--- src/rtl/exe_pkg.sv ---
// exe_pkg: shared encodings for the execute stage (ALU control, alu_op, funct, FSM state, control bundle).
package exe_pkg;

  // ALU control codes
  localparam logic [3:0] ALU_ADD = 4'b0010;
  localparam logic [3:0] ALU_SUB = 4'b0110;
  localparam logic [3:0] ALU_AND = 4'b0000;
  localparam logic [3:0] ALU_OR  = 4'b0001;
  localparam logic [3:0] ALU_SLT = 4'b0111;
  localparam logic [3:0] ALU_MUL = 4'b1000;

  // Main-decoder ALU classes
  localparam logic [1:0] ALUOP_ADD   = 2'b00;
  localparam logic [1:0] ALUOP_SUB   = 2'b01;
  localparam logic [1:0] ALUOP_FUNCT = 2'b10;
  localparam logic [1:0] ALUOP_DFLT  = 2'b11;

  // {funct7, funct3} values
  localparam logic [9:0] FUNCT_ADD = 10'h000;
  localparam logic [9:0] FUNCT_SUB = 10'h100;
  localparam logic [9:0] FUNCT_AND = 10'h007;
  localparam logic [9:0] FUNCT_OR  = 10'h006;
  localparam logic [9:0] FUNCT_SLT = 10'h002;
  localparam logic [9:0] FUNCT_MUL = 10'h008;

  typedef enum logic {
    ST_IDLE    = 1'b0,
    ST_MUL_RUN = 1'b1
  } exe_state_t;

  // Memory-stage control bits carried through the output register
  typedef struct packed {
    logic branch;
    logic mem_read;
    logic mem_to_reg;
    logic mem_write;
  } exe_ctrl_t;

endpackage

--- src/rtl/exe_alu_decode.sv ---
// exe_alu_decode: combinational (alu_op, funct) -> ALU control mapping.
// MUL decode exists only when EXE_MUL_EN is defined.
module exe_alu_decode
  import exe_pkg::*;
(
  input  logic [1:0] alu_op,
  input  logic [9:0] funct,
  output logic [3:0] alu_ctrl_c
);

  // Map the ALU class and funct field to a control code; unknown codes fall back to ADD
  always_comb begin
    alu_ctrl_c = ALU_ADD;
    case (alu_op)
      ALUOP_SUB: alu_ctrl_c = ALU_SUB;
      ALUOP_FUNCT: begin
        case (funct)
          FUNCT_SUB: alu_ctrl_c = ALU_SUB;
          FUNCT_AND: alu_ctrl_c = ALU_AND;
          FUNCT_OR:  alu_ctrl_c = ALU_OR;
          FUNCT_SLT: alu_ctrl_c = ALU_SLT;
`ifdef EXE_MUL_EN
          FUNCT_MUL: alu_ctrl_c = ALU_MUL;
`endif
          default:   alu_ctrl_c = ALU_ADD;
        endcase
      end
      default: alu_ctrl_c = ALU_ADD;
    endcase
  end

endmodule

--- src/rtl/exe_stage_pipe.sv ---
// exe_stage_pipe: registered execute stage with EX/MEM output register and valid/stall/flush.
// Define EXE_MUL_EN to build the iterative shift-add multiplier (MUL_RUN state).
module exe_stage_pipe
  import exe_pkg::*;
#(
  parameter int unsigned PC_SIZE = 10,
  parameter int unsigned DATA_W  = 8
) (
  input  logic               clk,
  input  logic               reset,
  input  logic               in_valid,
  input  logic               stall_in,
  input  logic               flush,
  output logic               busy,
  input  logic [PC_SIZE-1:0] PC_out,
  input  logic [DATA_W-1:0]  data1,
  input  logic [DATA_W-1:0]  data2,
  input  logic [11:0]        immediate,
  input  logic [9:0]         funct,
  input  logic [1:0]         alu_op,
  input  logic               alu_src,
  input  logic               branch_in,
  input  logic               mem_read_in,
  input  logic               mem_to_reg_in,
  input  logic               mem_write_in,
  output logic               out_valid,
  output logic [PC_SIZE-1:0] PC_jump,
  output logic               zero,
  output logic [DATA_W-1:0]  ALU_result,
  output logic               branch_out,
  output logic               mem_read_out,
  output logic               mem_to_reg_out,
  output logic               mem_write_out
);

  localparam int unsigned EXT_W = (DATA_W > PC_SIZE) ? DATA_W : PC_SIZE;

  logic [EXT_W-1:0]   imm_ext_c;
  logic [DATA_W-1:0]  op_b_c;
  logic [DATA_W-1:0]  alu_res_c;
  logic [PC_SIZE-1:0] pc_jump_c;
  logic [3:0]         alu_ctrl_c;
  exe_ctrl_t          ctrl_in_c;
  logic               accept_c;

  // Selected source for the output register
  logic               load_c;
  logic [DATA_W-1:0]  res_sel_c;
  logic [PC_SIZE-1:0] pc_sel_c;
  exe_ctrl_t          ctrl_sel_c;

  exe_alu_decode u_alu_decode (
    .alu_op     (alu_op),
    .funct      (funct),
    .alu_ctrl_c (alu_ctrl_c)
  );

  // Sign-extend the immediate once, then slice it for operand B and the branch offset
  assign imm_ext_c = EXT_W'($signed(immediate));
  assign op_b_c    = alu_src ? imm_ext_c[DATA_W-1:0] : data2;
  assign pc_jump_c = PC_out + imm_ext_c[PC_SIZE-1:0];

  assign ctrl_in_c.branch     = branch_in;
  assign ctrl_in_c.mem_read   = mem_read_in;
  assign ctrl_in_c.mem_to_reg = mem_to_reg_in;
  assign ctrl_in_c.mem_write  = mem_write_in;

  assign accept_c = in_valid & ~busy & ~flush;

  // Single-cycle ALU; wraps modulo 2^DATA_W
  always_comb begin
    alu_res_c = data1 + op_b_c;
    case (alu_ctrl_c)
      ALU_SUB: alu_res_c = data1 - op_b_c;
      ALU_AND: alu_res_c = data1 & op_b_c;
      ALU_OR:  alu_res_c = data1 | op_b_c;
      ALU_SLT: alu_res_c = DATA_W'($signed(data1) < $signed(op_b_c));
      default: ;
    endcase
  end

`ifdef EXE_MUL_EN
  localparam int unsigned CNT_W = (DATA_W > 1) ? $clog2(DATA_W) : 1;

  exe_state_t         state;
  logic [CNT_W-1:0]   cnt;
  logic [DATA_W-1:0]  mul_a;
  logic [DATA_W-1:0]  mul_b;
  logic [DATA_W-1:0]  mul_acc;
  logic [PC_SIZE-1:0] mul_pc;
  exe_ctrl_t          mul_ctrl;
  logic               is_mul_c;
  logic               mul_last_c;
  logic [DATA_W-1:0]  mul_sum_c;

  assign busy       = stall_in | (state == ST_MUL_RUN);
  assign is_mul_c   = (alu_ctrl_c == ALU_MUL);
  assign mul_last_c = (cnt == CNT_W'(DATA_W - 1));
  assign mul_sum_c  = mul_acc + (mul_b[0] ? mul_a : '0);

  // Output register loads from the ALU in IDLE, or from the final multiplier step
  assign load_c     = (state == ST_IDLE) ? (accept_c & ~is_mul_c)
                                         : (mul_last_c & ~stall_in & ~flush);
  assign res_sel_c  = (state == ST_IDLE) ? alu_res_c : mul_sum_c;
  assign pc_sel_c   = (state == ST_IDLE) ? pc_jump_c : mul_pc;
  assign ctrl_sel_c = (state == ST_IDLE) ? ctrl_in_c : mul_ctrl;

  // Multiplier FSM: latch on MUL accept, one shift-add step per cycle, final step waits out a stall
  always_ff @(posedge clk or posedge reset) begin
    if (reset) begin
      state    <= ST_IDLE;
      cnt      <= '0;
      mul_a    <= '0;
      mul_b    <= '0;
      mul_acc  <= '0;
      mul_pc   <= '0;
      mul_ctrl <= '0;
    end else if (flush) begin
      state <= ST_IDLE;
      cnt   <= '0;
    end else begin
      case (state)
        ST_IDLE: begin
          if (accept_c && is_mul_c) begin
            mul_a    <= data1;
            mul_b    <= op_b_c;
            mul_acc  <= '0;
            mul_pc   <= pc_jump_c;
            mul_ctrl <= ctrl_in_c;
            cnt      <= '0;
            state    <= ST_MUL_RUN;
          end
        end
        ST_MUL_RUN: begin
          if (!mul_last_c) begin
            mul_acc <= mul_sum_c;
            mul_a   <= mul_a << 1;
            mul_b   <= mul_b >> 1;
            cnt     <= cnt + CNT_W'(1);
          end else if (!stall_in) begin
            state <= ST_IDLE;
          end
        end
      endcase
    end
  end
`else
  assign busy       = stall_in;
  assign load_c     = accept_c;
  assign res_sel_c  = alu_res_c;
  assign pc_sel_c   = pc_jump_c;
  assign ctrl_sel_c = ctrl_in_c;
`endif

  // EX/MEM output register: flush clears valid, stall holds, otherwise valid tracks loads
  always_ff @(posedge clk or posedge reset) begin
    if (reset) begin
      out_valid      <= 1'b0;
      ALU_result     <= '0;
      zero           <= 1'b1;
      PC_jump        <= '0;
      branch_out     <= 1'b0;
      mem_read_out   <= 1'b0;
      mem_to_reg_out <= 1'b0;
      mem_write_out  <= 1'b0;
    end else begin
      if (load_c) begin
        ALU_result     <= res_sel_c;
        zero           <= (res_sel_c == '0);
        PC_jump        <= pc_sel_c;
        branch_out     <= ctrl_sel_c.branch;
        mem_read_out   <= ctrl_sel_c.mem_read;
        mem_to_reg_out <= ctrl_sel_c.mem_to_reg;
        mem_write_out  <= ctrl_sel_c.mem_write;
      end
      if (flush) begin
        out_valid <= 1'b0;
      end else if (load_c) begin
        out_valid <= 1'b1;
      end else if (!stall_in) begin
        out_valid <= 1'b0;
      end
    end
  end

endmodule

--- config.mk ---
export PLATFORM = sky130hd
export DESIGN_NAME = exe_stage_pipe
export DESIGN_NICKNAME = d
export VERILOG_FILES = /design/src/rtl/exe_pkg.sv /design/src/rtl/exe_alu_decode.sv /design/src/rtl/exe_stage_pipe.sv
export SDC_FILE = /design/constraint.sdc
export NUM_CORES = 1
export LEC_CHECK = 0
export CORE_ASPECT_RATIO = 1.4
export CORE_MARGIN = 2
export CORE_UTILIZATION = 46
export DETAILED_ROUTE_END_ITERATION = 10
export PLACE_DENSITY = 0.9
export RECOVER_POWER = 100
export SETUP_SLACK_MARGIN = 0.1
export SYNTH_ARGS = -nofsm -noshare
export SYNTH_HDL_FRONTEND = slang
export SYNTH_SLANG_ARGS = --single-unit
--- constraint.sdc ---
create_clock -name clk -period 1.15 [get_ports clk]
set_clock_uncertainty 0.2 [all_clocks]
set_input_delay 0.1725 -clock clk [delete_from_list [all_inputs] [get_ports clk]]
set_output_delay 0.1725 -clock clk [all_outputs]
set_load 0.1 [all_outputs]
==> run metrics, run 1 <==
Avg Cell Area, Syn=8.29 sq um; PortBufs=82; Initial Utilization=47.2%; row cnt=31; placed instance area=4330 sq um; die width=65.5 um; syn_nets=395; Post-synth ARST share=100%; clk sinks=24; Ports=85; cells after synthesis=294; top cells by count, synth=41 x nand2_1, 38 x ha_1, 32 x inv_1; postcts setup bufs=44; Log Error=[ERROR DPL-0038] Utilization greater than 100%, impossible to legalize; routability cong.=0.926; # resized after CTS=206; Synth Warn #=0; H-Tree Depth=1; cts bufs inserted=3; most common cell in the netlist=nand2_1; Area contributors post-synth=dfrtp_1 24%, ha_1 20%, nand2_1 6.3%, o21ai_0 5.3%, inv_1 4.9%; Last stage=4_1_cts; status=aborted with a tool error; Detailed Place HPWL=8530 um; Die Y=90.1 um; Placed Instances=512; Top FF cell, synth=dfrtp_1; top cell type's share of synthesized area=23.6%; clock root buffer master=clkbuf_8; CTS Buffer Depth=2; leading area contributor after synthesis=dfrtp_1; Mapped Area=2440 sq um; Netlist cell types=53; sequential area share after synthesis=24.7%; Seq cells post-synth=24; EDFF count, synth=0
logic make-up after synthesis:
family | Yosys count | synth area share (%)
compound gates | 80 | 21.3
simple gates | 89 | 18.2
buf+inv | 41 | 6.52
mux | 8 | 3.29
xor+xnor | 11 | 3.95
flops | 24 | 24.7
fa+ha+maj | 41 | 22.0
metrics by stage:
step | setup WS, ps | utilization (%) | hold WS, ps
after floorplan | -1460 | - | -15.1
after detailed placement | -2200 | 83.8 | 306
after global placement | -2020 | 83.8 | 288
==> inputs of run 2 (changes only) <==
Settings changed: CORE_ASPECT_RATIO 1.4 to not set, CORE_UTILIZATION 46 to 40, PLACE_DENSITY 0.9 to not set, PLACE_DENSITY_LB_ADDON set to 0.15, SETUP_SLACK_MARGIN 0.1 to not set.
==> run 2 against run 1 <==
Against the previous run: the flow now finishes, with violations (negative setup slack); synthesized area stayed put; synthesized cell count stayed put.
==> run metrics, run 2 <==
MaxCap Viol Count=0; H-Tree Depth=1; Placed Instances=526; Setup CP Type=in -> reg; DR pass1 iterations=5; most common cell after layout, fill and taps aside=buf_4; CP arrival=2590 ps; power after layout=6.39 mW; Layout Cells excl Fill=575; Top FF cell, synth=dfrtp_1; Tcrit/Tclk final=226%; Synth Warn #=0; worst reg2reg startpoint=ALU_result[1]; First DRT Iteration DRCs=258; Die Y=82.0 um; met3 Usage GRT=3.08%; row cnt=28; Slew HR=59.4%; Max Fanout on Critical Path=5; Post-Synth Adder-Cell Area=22.0%; Hold Path Origin=PC_out[0]; clock root buffer master=clkbuf_8; min cycle time layout=2600 ps; area of the multi-input gates=2310 sq um; DR vias/cell=5.87; Ports=85; first-pass GRT wire length=14,400 um; largest register by flop count=PC_jump; most frequent cells in the layout=103 x buf_4, 37 x nand2_1, 30 x buf_12; CTS Buffer Depth=2; Routed WL=13,100 um; R2R Setup Slk=-10 ps; PortBufs=82; Final Util=91.1%; # DRC=0; biggest regs=PC_jump x10, ALU_result x8; latest clock arrival within the worst-skew pair=280 ps; Setup Viol. Count Final=47; Largest register FFs=10; final hold vios=0; largest net degree at the start of global routing=25; initial antenna violation count=0; Detailed Place HPWL=6500 um; area delta synth->final=121%; Worst Slack Setup Final=-1450 ps; routability cong.=0.889; met2 usage=54.6%; die width=82.0 um; Total GRT Usage=28.3%; Netlist cell types=53; largest family of logic cells by synthesized area=adder cells; GRT busiest layer=met2; EDFF count, synth=0; XOR/XNOR Fraction of Synth Area=3.95%; Simple-Gate Fraction of Synth Area=18.2%; Seq cells post-synth=24; Die Area=6730 sq um; Critical Path RT=1140 ps; Final Hold Slack=83.7 ps; Initial Utilization=41.1%; Critical Path Source Type=input pin; status=finished with violations; met1 GRT Util=31.8%; maximum vdd ir drop=0.00113 V; share of layout cells above drive strength 1=62.0%; top cells by count, synth=41 x nand2_1, 38 x ha_1, 32 x inv_1; hold endpoint=PC_jump[0]; Hold WC Path Type=in -> reg; cells after synthesis=294; most common cell in the netlist=nand2_1; Nets=602; routed len/inst=22.7 um; Ant. Diodes=0; Worst-path clk slew=100 ps; syn_nets=395; RSZ-0062 raised after global routing=yes; sequential area share after synthesis=24.7%; final number of max-transition violations=0; Leakage=2.50 nW; Mapped Area=2440 sq um; routed via count=3,377; Area contributors post-synth=dfrtp_1 24%, ha_1 20%, nand2_1 6.3%, o21ai_0 5.3%, inv_1 4.9%; grt total ovfl=0; Slew @ Worst Pin=609 ps; core area=5920 sq um; vias in the first global route=3,107; post-route ant nets=0; Power Density=1180 nW/um^2; fmax=0.384 GHz; critical path capture point type=register; TritonCTS clock tree=built; Hold Path Cell Cnt=4; Avg Cell Area, Syn=8.29 sq um; R2R Path End=ALU_result[1]; top cell type's share of synthesized area=23.6%; reg2reg path depth=3; Fillers=219; cts bufs inserted=3; leading area contributor after synthesis=dfrtp_1; mux cell area share after synthesis=3.29%; violated checks=negative setup slack; Post-synth ARST share=100%; clk sinks=24; storage element area=633 sq um; compound-gate portion of the synthesized area=21.3%
-- run 2: cell counts after synthesis --
No cell type changed its count.
-- run 2: final cells by class --
type / instances / share of cell area (%)
multi-input combinational: 229 / 42.8
inverter: 32 / 2.41
timing repair buffer: 211 / 40.5
clock buffer: 4 / 0.835
sequential: 24 / 11.7
tap: 75 / 1.74
-- run 2: kinds of logic (layout without fill, tap and decap cells) --
kind of cell    Yosys count  in the layout
xor+xnor                 11             11
fa+ha+maj                41             41
compound gates           80             80
buf+inv                  41            247
mux                       8              8
simple gates             89             89
flops                    24             24
-- run 2: repair_timing --
item,CTS,global route
pin swaps,68,67
cloned,3,1
buffers inserted,31,21
setup endpoints to repair,48,47
hold buffers,0,1
hold endpoints to repair,0,1
gates resized for setup,170,76
-- run 2: power by group --
group          internal (mW)  total [mW]  switching (mW)
Sequential              1.05        1.29           0.236
Combinational           1.96        4.56            2.60
Clock                  0.248       0.541           0.293
-- run 2: layer usage --
metal | routed length [um] | up-vias | share of wire (%)
li1 | - | 1447 | -
met1 | 4440 | 1596 | 34
met2 | 6900 | 251 | 53
met3 | 874 | 83 | 6.7
met4 | 853 | 0 | 6.5
met5 | 0 | - | 0
-- run 2: through the flow --
step / setup TNS, ps / setup slack [ps] / area, sq um
after global placement: -29510 / -2030 / 4390
after CTS: -15990 / -1380 / 5050
after global routing: -20680 / -1510 / 5400
after detailed placement: -30330 / -2130 / 4390
final: -18410 / -1450 / 5400
after floorplan: -14260 / -1460 / 2650
-- run 2: worst max-delay path by stage --
stage / depth (start not counted) / end / start
after detailed placement: 14 / zero / alu_src
after CTS: 14 / zero / alu_src
after floorplan: 12 / zero / alu_src
after global routing: 14 / zero / alu_src
final: 14 / zero / alu_src
after global placement: 14 / zero / alu_src
-- run 2: worst max-delay path, stage by stage --
cell and delay [ps]:
buf_12 90, buf_8 110, mux2i_4 240, inv_2 70, ha_4 240, inv_2 70
buf_4 110, nor2_2 40, a311oi_2 340, o21ai_2 150, a221o_1 390, a22oi_2 220
nand4_1 140, o21ai_1 190
Power figures use the tool's default switching activity.
